--- config.mk ---
export PLATFORM = sky130hd
export DESIGN_NAME = rtc_bus_responder
export DESIGN_NICKNAME = d
export VERILOG_FILES = /design/src/rtl/rtc_bus_responder.sv
export SDC_FILE = /design/constraint.sdc
export NUM_CORES = 1
export LEC_CHECK = 0
export BUFFER_PORTS_ARGS = -buffer_cell sky130_fd_sc_hd__buf_2
export CAP_MARGIN = 20
export CORE_MARGIN = 2
export CORE_UTILIZATION = 29
export CTS_CLUSTER_DIAMETER = 100
export DETAILED_ROUTE_END_ITERATION = 8
export GPL_TIMING_DRIVEN = 0
export PLACE_DENSITY = 0.52
export SLEW_MARGIN = 20
export SYNTH_ARGS = -nofsm -noshare
export SYNTH_HDL_FRONTEND = slang
export SYNTH_SLANG_ARGS = --single-unit
--- constraint.sdc ---
create_clock -name clk -period 6.7 [get_ports clk]
set_input_delay 0.335 -clock clk [delete_from_list [all_inputs] [get_ports clk]]
set_output_delay 0.335 -clock clk [all_outputs]
set_load 0.02 [all_outputs]
--- src/rtl/rtc_bus_responder.sv ---
// Responder for a V3023-style multiplexed RTC bus, backed by a 16-byte register file.
// Registers 0x00-0x02 run as a BCD seconds/minutes/hours clock. Register 0x0F bit 0 is RUN.
module rtc_bus_responder #(
  parameter int unsigned TICK_DIV = 100_000_000,
  parameter int unsigned TIMEOUT  = 63
) (
  input  logic        clk,
  input  logic        reset,
  input  logic        AD,
  input  logic        CS,
  input  logic        RD,
  input  logic        WR,
  input  logic [7:0]  ad_in,
  output logic [7:0]  ad_out,
  output logic        ad_oe,
  output logic        wr_strobe,
  output logic        rd_strobe,
  output logic        bus_err,
  output logic [23:0] time_out
);

  localparam int unsigned PW = $clog2(TICK_DIV);
  localparam int unsigned TW = $clog2(TIMEOUT + 1);

  typedef enum logic [2:0] {StIdle, StAddr, StWait, StRead, StWrite} state_t;

  // Strobe vectors are ordered {AD, CS, RD, WR}
  logic [3:0]    meta_q, sync_q, prev_q;
  logic [7:0]    data_meta_q, data_sync_q, data_prev_q;
  state_t        state_q, state_d;
  logic [7:0]    addr_q, addr_d;
  logic [TW-1:0] cnt_q, cnt_d;
  logic [7:0]    ad_out_q, ad_out_d;
  logic          wr_strobe_q, wr_strobe_d;
  logic          rd_strobe_q, rd_strobe_d;
  logic          bus_err_q, bus_err_d;
  logic [PW-1:0] presc_q, presc_d;
  logic [7:0]    regs_q [16];
  logic [7:0]    regs_d [16];

  logic s_ad, s_cs, s_rd, s_wr;
  logic ad_fall, cs_rise, rd_rise, wr_rise;
  logic in_range, bus_we, wrap, tick;
  logic [7:0] rdata;
  logic [8:0] sec_inc, min_inc, hr_inc;

  assign {s_ad, s_cs, s_rd, s_wr} = sync_q;
  assign ad_fall  = prev_q[3] & ~s_ad;
  assign cs_rise  = ~prev_q[2] & s_cs;
  assign rd_rise  = ~prev_q[1] & s_rd;
  assign wr_rise  = ~prev_q[0] & s_wr;
  assign in_range = (addr_q[7:4] == 4'h0);
  assign rdata    = in_range ? regs_q[addr_q[3:0]] : 8'h00;

  // Returns {carry, next}; anything at or above lim wraps to zero with carry.
  function automatic logic [8:0] bcd_inc(input logic [7:0] v, input logic [7:0] lim);
    if (v >= lim) return {1'b1, 8'h00};
    if (v[3:0] >= 4'd9) return {1'b0, v[7:4] + 4'd1, 4'h0};
    return {1'b0, v + 8'd1};
  endfunction

  always_ff @(posedge clk or posedge reset) begin
    if (reset) begin
      meta_q      <= 4'hF;
      sync_q      <= 4'hF;
      prev_q      <= 4'hF;
      data_meta_q <= 8'h00;
      data_sync_q <= 8'h00;
      data_prev_q <= 8'h00;
    end else begin
      meta_q      <= {AD, CS, RD, WR};
      sync_q      <= meta_q;
      prev_q      <= sync_q;
      data_meta_q <= ad_in;
      data_sync_q <= data_meta_q;
      data_prev_q <= data_sync_q;
    end
  end

  always_ff @(posedge clk or posedge reset) begin
    if (reset) begin
      state_q     <= StIdle;
      addr_q      <= 8'h00;
      cnt_q       <= '0;
      ad_out_q    <= 8'h00;
      wr_strobe_q <= 1'b0;
      rd_strobe_q <= 1'b0;
      bus_err_q   <= 1'b0;
      presc_q     <= '0;
      for (int i = 0; i < 16; i++) regs_q[i] <= 8'h00;
      regs_q[15]  <= 8'h01;
    end else begin
      state_q     <= state_d;
      addr_q      <= addr_d;
      cnt_q       <= cnt_d;
      ad_out_q    <= ad_out_d;
      wr_strobe_q <= wr_strobe_d;
      rd_strobe_q <= rd_strobe_d;
      bus_err_q   <= bus_err_d;
      presc_q     <= presc_d;
      regs_q      <= regs_d;
    end
  end

  always_comb begin
    state_d     = state_q;
    addr_d      = addr_q;
    cnt_d       = cnt_q;
    ad_out_d    = ad_out_q;
    wr_strobe_d = 1'b0;
    rd_strobe_d = 1'b0;
    bus_err_d   = 1'b0;
    bus_we      = 1'b0;
    unique case (state_q)
      StIdle: begin
        if (!s_ad && !s_cs && !s_wr) state_d = StAddr;
      end
      StAddr: begin
        if (wr_rise && !s_ad) begin
          addr_d  = data_prev_q;
          cnt_d   = '0;
          state_d = StWait;
        end else if (cs_rise) begin
          bus_err_d = 1'b1;
          state_d   = StIdle;
        end
      end
      StWait: begin
        if (ad_fall || (!s_rd && !s_wr) || cnt_q == TW'(TIMEOUT - 1)) begin
          bus_err_d = 1'b1;
          state_d   = StIdle;
        end else if (s_ad && !s_cs && !s_rd) begin
          ad_out_d    = rdata;
          rd_strobe_d = 1'b1;
          state_d     = StRead;
        end else if (s_ad && !s_cs && !s_wr) begin
          state_d = StWrite;
        end else begin
          cnt_d = cnt_q + 1'b1;
        end
      end
      StRead: begin
        if (ad_fall) begin
          bus_err_d = 1'b1;
          state_d   = StIdle;
        end else if (rd_rise || cs_rise) begin
          state_d = StIdle;
        end
      end
      StWrite: begin
        if (ad_fall) begin
          bus_err_d = 1'b1;
          state_d   = StIdle;
        end else if (wr_rise) begin
          bus_we      = in_range;
          wr_strobe_d = in_range;
          state_d     = StIdle;
        end else if (cs_rise) begin
          bus_err_d = 1'b1;
          state_d   = StIdle;
        end
      end
      default: state_d = StIdle;
    endcase
  end

  always_comb begin
    regs_d  = regs_q;
    wrap    = (presc_q == PW'(TICK_DIV - 1));
    presc_d = wrap ? '0 : presc_q + 1'b1;
    sec_inc = bcd_inc(regs_q[0], 8'h59);
    min_inc = bcd_inc(regs_q[1], 8'h59);
    hr_inc  = bcd_inc(regs_q[2], 8'h23);
    // A bus write to a time register drops the whole tick for that cycle
    tick    = wrap && regs_q[15][0] && !(bus_we && addr_q[3:0] <= 4'd2);
    if (tick) begin
      regs_d[0] = sec_inc[7:0];
      if (sec_inc[8]) begin
        regs_d[1] = min_inc[7:0];
        if (min_inc[8]) regs_d[2] = hr_inc[7:0];
      end
    end
    if (bus_we) regs_d[addr_q[3:0]] = data_prev_q;
  end

  always_comb begin
    ad_oe     = (state_q == StRead);
    ad_out    = ad_out_q;
    wr_strobe = wr_strobe_q;
    rd_strobe = rd_strobe_q;
    bus_err   = bus_err_q;
    time_out  = {regs_q[2], regs_q[1], regs_q[0]};
  end

endmodule

==> impl_summary.md <==
Timing
The number of slew-limit violations in the final report is 0. The number of hold violations in the final report is 0. The accumulated negative setup slack is 0 ns. Setup repair after global routing left no endpoint under its margin.

The worst path needs 3.240 ns of the cycle, external delays included. The final clock period utilization by the worst path is about half. The clock arrives with 0.007813 ns of skew.

The worst slew margin relative to its limit is 47.17%. The slew of the pin with the lowest slew margin is roughly 0.79 ns. Setup violations remaining at the end of the flow were counted as 0. Based on the critical path, the design can be clocked at up to ~310 MHz.

Synthesis
The post-synthesis sequential element count is 219. The count of flip-flops with a built-in enable after synthesis is 0. The dominant register cell in the synthesized netlist is sky130_fd_sc_hd__dfrtp_1. The number of nets in the synthesized netlist is a little under 900. A synthesized cell averages approximately 12 sq um.

After synthesis, the netlist uses 64 different library cells. The warning count from the yosys run is 0. The synthesized netlist cell count is between 800 and 900. The async set-reset flop share out of synthesis is 100.0%. The share of the Yosys chip area taken by registers is about 53%. The synthesized netlist occupies a cell area of approximately 10000 sq um.

Worst setup path
The worst register-to-register path has a depth of 7. STA classifies the critical path endpoint as a flop. The critical path in this run is classified as flop to flop. The data arrival time of the critical path is 3.64 ns. In this run the worst path has a maximum fanout of 9. In this run the critical register-to-register path is launched from sync_q[3]. The setup slack on the worst flop-to-flop path is 3.46 ns. The critical path required time is 7.10 ns. STA classifies the critical path startpoint as a flop.

Power
The switching power summed over all nets is approximately 930 uW. The power share of the clock group is 41.1%. The total internal power is ~2.4 mW. The total power density per cell area is ~270 nW/um^2. The switching part of the total power is 27.88%.

For this design the static power due to leakage is approximately 5.7 nW. The fraction of power consumed by combinational cells is between 15 and 20%. The maximum VDD drop is between 0.15 and 0.2 mV. The overall power of the completed layout is about 3.4 mW. Sequential cells account for 42.6% of the total power.

Floorplan
The die covers around 37000 sq um. In this run the horizontal extent of the chip is about 190 microns. The initial core utilization is a little under 30%. For this design the top-level I/O count stands at 50. In this run the standard cell core region covers about 35000 sq um. After floorplanning, the core was divided into 69 placement rows. From bottom edge to top edge, the die measures approximately 190 microns.

Finish
The end-of-flow core utilization is between 30% and 40%. The post-route netlist has between 30% and 40% of its cells at a drive strength greater than 1. The library cell used most frequently in the layout, excluding fill and tap cells, is sky130_fd_sc_hd__dfrtp_1. The multi-input gate area in the final layout is 4477 sq um. The final net count is 957. The number of antenna diodes in the final layout is 0. The area growth from synthesis to final layout is 17.71%. The library cells used most frequently in the layout, excluding fill and tap cells, are sky130_fd_sc_hd__dfrtp_1, sky130_fd_sc_hd__mux2_2, sky130_fd_sc_hd__nand2_1. The filler cell count in the final layout is about 3500. The sequential cells in the finished layout cover a total of between 5000 and 6000 sq um.

CTS
The buffer depth of the longest clock path is 3. The root buffer cell is sky130_fd_sc_hd__clkbuf_16. The number of buffers inserted by post-CTS setup repair is 0. CTS built an H-tree with a depth of 1.

Buffers inserted during clock tree synthesis total 25. TritonCTS built the clock tree. The clock drives 219 sinks.

The clock transition at the registers of the reported paths is around 0.06 ns. The clock latency on the worst-skew pair is approximately 0.52 ns.

Detailed routing
Across all layers, the routed design uses slightly below 7000 vias. Dividing the detail-routed wire length by the instance count gives 17.95 microns. Dividing the detail-routed via count by the number of cells gives just under 5. For this run, the detailed router's first-pass iteration total came to 4. The first routing iteration left 340 violations.

For this block, the routed nets add up to ~25 mm of wire. The count of nets left with antenna violations once routing finished came out at 0. In the routed design, unresolved DRC markers number 0.

Run
The max-capacitance violation count is 0.

Place
The count of buffers added on input and output ports is 49. The final weighted congestion in routability-driven placement is slightly below 0.8. Detailed placement finished with a half-perimeter wire length of 17.17 mm.

Status
The flow ran to the end, and the final reports show no timing, DRC or antenna violations.

Global routing
The via count of the first global-routing pass is 6852. The total congestion overflow after global routing is 0. The first global-routing pass estimated between 40 and 50 mm of wire.

The initial antenna violation count is 0. The global-route usage over all layers is 13.68%. Entering global routing, the biggest net connects ~100 pins.

Hold path
The path class of the tightest hold or removal check is primary input to async pin.
## stage by stage
stage                     instances  cell area, sq um  hold slack [ns]  worst slack (ns)
final                          1403             12230           0.3173             3.460
after global routing           1403             12230           0.3226             3.263
after CTS                      1403             12230           0.2979             3.444
after detailed placement       1346             11270           0.3084             3.463
after global placement         1344             11210           0.3343            -2.550
after floorplan                 834             10390           0.3312            0.3938
## metal layers
metal	wire length, microns	share of wire, %	GRT usage (%)
met2	11610	46	21.20
met1	12230	49	20.12
met3	892	3.5	2.232
met4	456	1.8	3.053
met5	0	0	0
## worst max-delay path by stage
stage | startpoint | endpoint | slack (ns)
6_report | sync_q[3] | flop | 3.46
5_1_grt | sync_q[3] | flop | 3.26
3_3_place_gp | reset | state_q[2] | -2.55
3_5_place_dp | sync_q[3] | flop | 3.46
4_1_cts | sync_q[3] | flop | 3.44
2_1_floorplan | reset | async pin | 0.39
## final cells by class
class                      instances  share of cell area, %
tap                              461                  4.716
inverter                          24                 0.7980
buffer                            59                  2.680
timing repair buffer              64                  3.519
clock inverter                    12                  1.166
sequential                       219                  44.94
clock buffer                      32                  5.575
multi-input combinational        532                  36.60
## timing repair
item,4_1_cts,5_1_grt
gates resized for setup,0,0
hold buffers,13,0
hold endpoints to repair,37,0
## worst max-delay path, stage by stage (launching register included)
cell and delay [ns]:
sky130_fd_sc_hd__dfstp_2 0.52, sky130_fd_sc_hd__clkbuf_1 0.27, sky130_fd_sc_hd__nand2b_1 0.28, sky130_fd_sc_hd__nand4b_1 0.48, sky130_fd_sc_hd__inv_2 0.31, sky130_fd_sc_hd__nand3_1 0.26
sky130_fd_sc_hd__nor2_2 0.60, sky130_fd_sc_hd__mux2_2 0.41
## power groups by stage
| stage | sequential, mW | combinational, mW | clock, mW |
|---|---|---|---|
| global route | 1.43 | 0.601 | 1.49 |
| detailed placement | 1.45 | 0.553 | 0 |
| CTS | 1.43 | 0.559 | 1.42 |
| floorplan | 1.44 | 0.405 | 0 |
| global placement | 1.45 | 0.547 | 0 |
| finish | 1.43 | 0.550 | 1.38 |
## synth_stat cells (3+ instances only)
cell,number,area share [%]
sky130_fd_sc_hd__a21oi_1,13,0.63
sky130_fd_sc_hd__a31oi_1,10,0.60
sky130_fd_sc_hd__and3_1,6,0.36
sky130_fd_sc_hd__buf_1,3,0.11
sky130_fd_sc_hd__buf_2,3,0.14
sky130_fd_sc_hd__buf_4,25,1.8
sky130_fd_sc_hd__clkbuf_1,27,0.98
sky130_fd_sc_hd__dfrtp_1,206,50
sky130_fd_sc_hd__dfstp_2,13,3.3
sky130_fd_sc_hd__ha_1,18,2.2
sky130_fd_sc_hd__inv_1,22,0.79
sky130_fd_sc_hd__mux2_1,3,0.33
sky130_fd_sc_hd__mux2_2,104,11
sky130_fd_sc_hd__mux2i_1,5,0.48
sky130_fd_sc_hd__mux4_2,40,8.7
sky130_fd_sc_hd__nand2_1,84,3.0
sky130_fd_sc_hd__nand2b_1,7,0.42
sky130_fd_sc_hd__nand3_1,28,1.3
sky130_fd_sc_hd__nand3b_1,3,0.22
sky130_fd_sc_hd__nand4_1,14,0.84
sky130_fd_sc_hd__nor2_1,41,1.5
sky130_fd_sc_hd__nor2_2,10,0.60
sky130_fd_sc_hd__nor2_4,4,0.43
sky130_fd_sc_hd__nor2b_1,8,0.48
sky130_fd_sc_hd__nor3_1,10,0.48
sky130_fd_sc_hd__nor3b_1,4,0.29
sky130_fd_sc_hd__nor4_1,4,0.24
sky130_fd_sc_hd__o211ai_1,5,0.36
sky130_fd_sc_hd__o21ai_0,16,0.77
sky130_fd_sc_hd__o21ai_1,12,0.58
sky130_fd_sc_hd__o31ai_1,8,0.58
sky130_fd_sc_hd__or3_1,8,0.48
sky130_fd_sc_hd__xnor2_1,9,0.76
sky130_fd_sc_hd__xor2_1,18,1.5
## kinds of logic after synthesis
| logic type | synth area share (%) |
|---|---|
| xor+xnor | 2.276 |
| mux | 20.75 |
| buf+inv | 4.010 |
| flops | 52.90 |
| simple gates | 12.46 |
| compound gates | 5.431 |
| fa+ha+maj | 2.168 |
Note: power is estimated with default switching activity, not from simulation.
